File: src/rtl/uart_pkg.sv
// Shared UART definitions: receiver state encoding, parity
// encoding and legal prescale values (common with the transmitter).
package uart_pkg;

    typedef enum logic [2:0] {
        ST_IDLE   = 3'd0,
        ST_START  = 3'd1,
        ST_DATA   = 3'd2,
        ST_PARITY = 3'd3,
        ST_STOP   = 3'd4
    } rx_state_t;

    localparam logic PARITY_ODD  = 1'b1;
    localparam logic PARITY_EVEN = 1'b0;

    localparam int PRESCALE_8  = 8;
    localparam int PRESCALE_16 = 16;
    localparam int PRESCALE_32 = 32;

endpackage

File: src/rtl/uart_rx_sampler.sv
// 3-point majority sampler around the bit centre.
// Ports: clk, rst (async active-low), i_edge_cnt, i_prescale, i_rx
//        -> o_sampled_bit (majority), o_sample_done (majority valid).
module uart_rx_sampler #(
    parameter int prescale_width = 6
) (
    input  logic                      clk,
    input  logic                      rst,
    input  logic [prescale_width-1:0] i_edge_cnt,
    input  logic [prescale_width-1:0] i_prescale,
    input  logic                      i_rx,
    output logic                      o_sampled_bit,
    output logic                      o_sample_done
);

    localparam logic [prescale_width-1:0] C_ONE = 1;
    localparam logic [prescale_width-1:0] C_TWO = 2;

    logic [prescale_width-1:0] w_half;
    logic [2:0]                r_smp;

    assign w_half = i_prescale >> 1;

    always_ff @(posedge clk or negedge rst) begin
        if (!rst) begin
            r_smp <= '0;
        end else begin
            if (i_edge_cnt == w_half - C_ONE) r_smp[0] <= i_rx;
            if (i_edge_cnt == w_half)         r_smp[1] <= i_rx;
            if (i_edge_cnt == w_half + C_ONE) r_smp[2] <= i_rx;
        end
    end

    assign o_sampled_bit = (r_smp[0] & r_smp[1]) |
                           (r_smp[0] & r_smp[2]) |
                           (r_smp[1] & r_smp[2]);

    // Last sample lands at half+1, so the vote is stable from half+2
    // until the next bit's first sample.
    assign o_sample_done = (i_edge_cnt == w_half + C_TWO);

endmodule

File: src/rtl/uart_rx.sv
// UART receiver: start/data/parity/stop framing with oversampling.
// Ports: clk, rst (async active-low), RX_IN, prescale, parity_EN,
//        parity_type -> P_DATA, data_vaild, parity_error, stop_error.
module uart_rx
    import uart_pkg::*;
#(
    parameter int in_width       = 8,
    parameter int prescale_width = 6
) (
    input  logic                      clk,
    input  logic                      rst,
    input  logic                      RX_IN,
    input  logic [prescale_width-1:0] prescale,
    input  logic                      parity_EN,
    input  logic                      parity_type,
    output logic [in_width-1:0]       P_DATA,
    output logic                      data_vaild,
    output logic                      parity_error,
    output logic                      stop_error
);

    localparam int BW = (in_width > 1) ? $clog2(in_width) : 1;
    localparam logic [prescale_width-1:0] C_ONE = 1;
    localparam logic [BW-1:0] C_LAST_BIT = BW'(in_width - 1);

    rx_state_t                 r_state;
    logic [prescale_width-1:0] r_edge_cnt;
    logic [prescale_width-1:0] r_prescale;
    logic [BW-1:0]             r_bit_cnt;
    logic                      r_pen;
    logic                      r_ptype;
    logic                      r_par_err;
    logic [in_width-1:0]       r_shift;

    logic w_bit;
    logic w_done;
    logic w_last_edge;
    logic w_exp_par;

    assign w_last_edge = (r_edge_cnt == r_prescale - C_ONE);
    assign w_exp_par   = (r_ptype == PARITY_ODD) ? ~^r_shift : ^r_shift;

    uart_rx_sampler #(
        .prescale_width(prescale_width)
    ) u_sampler (
        .clk          (clk),
        .rst          (rst),
        .i_edge_cnt   (r_edge_cnt),
        .i_prescale   (r_prescale),
        .i_rx         (RX_IN),
        .o_sampled_bit(w_bit),
        .o_sample_done(w_done)
    );

    always_ff @(posedge clk or negedge rst) begin
        if (!rst) begin
            r_state      <= ST_IDLE;
            r_edge_cnt   <= '0;
            r_prescale   <= '0;
            r_bit_cnt    <= '0;
            r_pen        <= 1'b0;
            r_ptype      <= 1'b0;
            r_par_err    <= 1'b0;
            r_shift      <= '0;
            P_DATA       <= '0;
            data_vaild   <= 1'b0;
            parity_error <= 1'b0;
            stop_error   <= 1'b0;
        end else begin
            data_vaild   <= 1'b0;
            parity_error <= 1'b0;
            stop_error   <= 1'b0;

            if (r_state != ST_IDLE) begin
                r_edge_cnt <= w_last_edge ? '0 : r_edge_cnt + C_ONE;
            end

            unique case (r_state)
                ST_IDLE: begin
                    // The detect cycle counts as edge 0, so the
                    // first START cycle carries edge_cnt = 0.
                    if (!RX_IN) begin
                        r_state    <= ST_START;
                        r_edge_cnt <= '0;
                        r_bit_cnt  <= '0;
                        r_prescale <= prescale;
                        r_pen      <= parity_EN;
                        r_ptype    <= parity_type;
                        r_par_err  <= 1'b0;
                    end
                end
                ST_START: begin
                    if (w_done && w_bit) begin
                        r_state    <= ST_IDLE;
                        r_edge_cnt <= '0;
                    end else if (w_last_edge) begin
                        r_state <= ST_DATA;
                    end
                end
                ST_DATA: begin
                    if (w_last_edge) begin
                        r_shift <= {w_bit, r_shift[in_width-1:1]};
                        if (r_bit_cnt == C_LAST_BIT) begin
                            r_bit_cnt <= '0;
                            r_state   <= r_pen ? ST_PARITY : ST_STOP;
                        end else begin
                            r_bit_cnt <= r_bit_cnt + 1'b1;
                        end
                    end
                end
                ST_PARITY: begin
                    if (w_last_edge) begin
                        r_par_err <= (w_bit != w_exp_par);
                        r_state   <= ST_STOP;
                    end
                end
                ST_STOP: begin
                    if (w_last_edge) begin
                        r_state <= ST_IDLE;
                        if (w_bit && !r_par_err) begin
                            P_DATA     <= r_shift;
                            data_vaild <= 1'b1;
                        end else begin
                            parity_error <= r_par_err;
                            stop_error   <= ~w_bit;
                        end
                    end
                end
                default: begin
                    r_state    <= ST_IDLE;
                    r_edge_cnt <= '0;
                end
            endcase
        end
    end

endmodule

File: config.mk
export PLATFORM = sky130hd
export DESIGN_NAME = uart_rx
export DESIGN_NICKNAME = d
export VERILOG_FILES = /design/src/rtl/uart_pkg.sv /design/src/rtl/uart_rx_sampler.sv /design/src/rtl/uart_rx.sv
export SDC_FILE = /design/constraint.sdc
export NUM_CORES = 1
export LEC_CHECK = 0
export BUFFER_PORTS_ARGS = -buffer_cell sky130_fd_sc_hd__buf_2
export CORE_MARGIN = 10
export CORE_UTILIZATION = 47
export DETAILED_ROUTE_END_ITERATION = 10
export PLACE_DENSITY = 0.61
export SLEW_MARGIN = 0
export SYNTH_ARGS = -nofsm -noshare
export SYNTH_HDL_FRONTEND = slang
export SYNTH_HIERARCHICAL = 1
export SYNTH_SLANG_ARGS = --single-unit
File: constraint.sdc
create_clock -name clk -period 6.2 [get_ports clk]
set_clock_uncertainty 0.2 [all_clocks]
set_input_delay 1.24 -clock clk [delete_from_list [all_inputs] [get_ports clk]]
set_output_delay 1.24 -clock clk [all_outputs]
set_load 0.005 [all_outputs]
==> reports/results.ini <==
[floorplanning]
ios = 22
initial_core_util_pct = 49.2
rows = 26
core_mm2 = 0.00517
die_x_um = 93.6
dieHeight_um = 93.6
die-area_mm2 = 0.00876

[clocking]
cts_resized = 0
postCtsHoldBufs = 0
cts_root_buf = clkbuf_8
cts_tree = done
cts_sinks = 43
clockBufferDepth = 2
postCtsSetupRepairBufs = 0
htreeDepth = 2
clock_latency_ps = 310
clk_pin_slew_ps = 90
numCtsBuffers = 5

[route]
route.vias.total = 1843
drc = 0
drtAntennaViolNets = 0
drt_iter0_markers = 65
drt-vias-per-instance = 5.37
wl_per_cell_um = 15.5
totalWireLength_um = 5330
dr.pass1.iters = 4

[pwr]
p_int_mw = 0.761
sw_frac_of_total_pct = 45.7
clkPwrFrac_pct = 13.4
p_leak_nw = 1.26
power_frac_seq_pct = 36.2
power.density_mw_per_mm2 = 499
power_frac_comb_pct = 50.3
switching_power_mw = 0.640
ir_drop_v = 0.000263

[cells_and_area]
diodes = 0
nNetsFinal = 291
drive_gt1_share_pct = 22.3
final_core_util_pct = 54.3
final_common_cell = dfrtp_1
final_cell_mix = dfrtp_1, nand2_1, buf_2
synthToLayoutAreaGrowth_pct = 10.3

[global_route]
grt_use_total_pct = 12.6
grt_max_degree = 44
overflow = 0
grt_pass1_vias = 1791
grt_antenna_before_repair = 0
grt_pass1_wl_um = 8920

[timing]
setup_violations = 0
fmax_ghz = 0.316
hold_viol = 0
rsz0062_at_grt = no
tightest_slew_ps = 1150
final.period_utilization_pct = 51.1
final.min_clock_period_ps = 3170
slew_viol_final = 0
slew_headroom_pct = 22.7
fin_setup_tns_ps = 0

[synthesis]
yosys_warnings = 6
async_flop_share_pct = 100
synth_top_area_share_pct = 42.3
synth_area_per_cell_um2 = 10.1
yosysTopAreaCell = dfrtp_1
synth_cell_types = 52
netlist_area_mm2 = 0.00254
ys.flop_type = dfrtp_1
synth-edff-count = 0
synth_area_leaders = dfrtp_1, mux2_2, xnor2_1, nand2_1, ha_1
ys_seq_area_share_pct = 42.3
synth.ff_latch_count = 43
synthCells = 251
postSynthNetCount = 270

[worst_setup_path]
crit_path_start_kind = flip-flop
crit_required_ps = 6190
endpoint_kind = flip-flop
path_class = reg2reg
crit_fanout = 14
arrival_ps = 3160

[run_status]
status = completed

[placement]
portBuffers = 21
hpwl_um = 3830
place.gp.congestion = 0.812

[flow_run]
cap_violations = 0

[hold_path]
hp-class = reg2reg

==> cell type report <==
class | instances | area, um^2
inverter | 11 | 41.3
tap | 70 | 87.6
fill | 479 | 2360
sequential | 43 | 1080
clock buffer | 5 | 68.8
multi-input combinational | 189 | 1400
clock inverter | 3 | 23.8
timing repair buffer | 22 | 110
==> sequential cells by signal, summed over array words and instances, names as in the netlist <==
signal,count
P_DATA,8
r_shift,8
r_edge_cnt,6
r_prescale,6
r_bit_cnt,3
r_state,3
u_sampler/r_smp,3
data_vaild,1
parity_error,1
r_par_err,1
r_pen,1
r_ptype,1
stop_error,1
==> metrics by stage <==
stage / setup slack (ps) / area (um^2) / cells / hold slack (ps) / total power [mW]
after floorplan: 3510 / 2540 / 251 / 267 / 1.07
after global placement: 3110 / 2710 / 334 / 283 / 1.21
after detailed placement: 3010 / 2710 / 334 / 285 / 1.21
after CTS: 3070 / 2800 / 342 / 306 / 1.41
after global routing: 2750 / 2810 / 343 / 327 / 1.52
final: 3030 / 2810 / 343 / 299 / 1.40
==> metal layers <==
| metal | wire, um | track usage, % | vias to the layer above | part of all wire (%) |
|---|---|---|---|---|
| met4 | 45 | 4.18 | 0 | 0.84 |
| met3 | 152 | 2.72 | 5 | 2.9 |
| met2 | 2370 | 19.0 | 28 | 45 |
| met1 | 2760 | 17.3 | 879 | 52 |
| li1 | - | - | 931 | - |
| met5 | 0 | 0 | - | 0 |
==> power by group through the flow <==
stage               sequential [mW]  combinational [mW]  clock (mW)
floorplan                     0.449               0.617           0
global placement              0.513               0.698           0
finish                        0.508               0.705       0.188
CTS                           0.507               0.705       0.194
global route                  0.528               0.789       0.205
detailed placement            0.513               0.700           0
==> worst paths after layout <==
path                                from       endpoint  slack, ps  cells past startpoint
hold / removal              r_bit_cnt[1]   r_bit_cnt[1]        300                      1
setup reg to reg           r_prescale[3]     r_state[1]       3030                     10
setup / recovery           r_prescale[3]     r_state[1]       3030                     10
hold reg to reg             r_bit_cnt[1]   r_bit_cnt[1]        300                      1
max in group asynchronous            rst   parity_error       4330                      1
min in group asynchronous            rst  r_prescale[1]        870                      1
==> Yosys cell counts (3+ instances only) <==
cell type   n
xnor2_1    18
ha_1        8
nor2b_1     3
o211ai_1    4
nor3_1      9
nor2_1     15
a21oi_1     3
dfrtp_1    43
nor4_1      3
clkbuf_1    5
nand2b_1    7
a32o_1      3
nand3_1     7
xor2_1      9
nand2_1    32
mux2_2     20
o21ai_0     9
buf_2       3
inv_1      11
==> worst max-delay path: stages (launching register included) <==
cell and delay [ps]:
dfrtp_1 660, ha_1 340, o211ai_1 110, o21ai_0 90, o22a_1 150, nor3_1 40, a21boi_0 240, nor2_1 60
o21ai_0 410, o21ai_1 330, a221o_1 400
==> cells by family after synthesis <==
kind of cell    share of synthesized area [%]
mux                                      9.29
xor+xnor                                 10.6
simple gates                             18.5
compound gates                           12.0
fa+ha+maj                                4.33
buf+inv                                  2.95
flops                                    42.3
(Power assumes the default switching activity.)
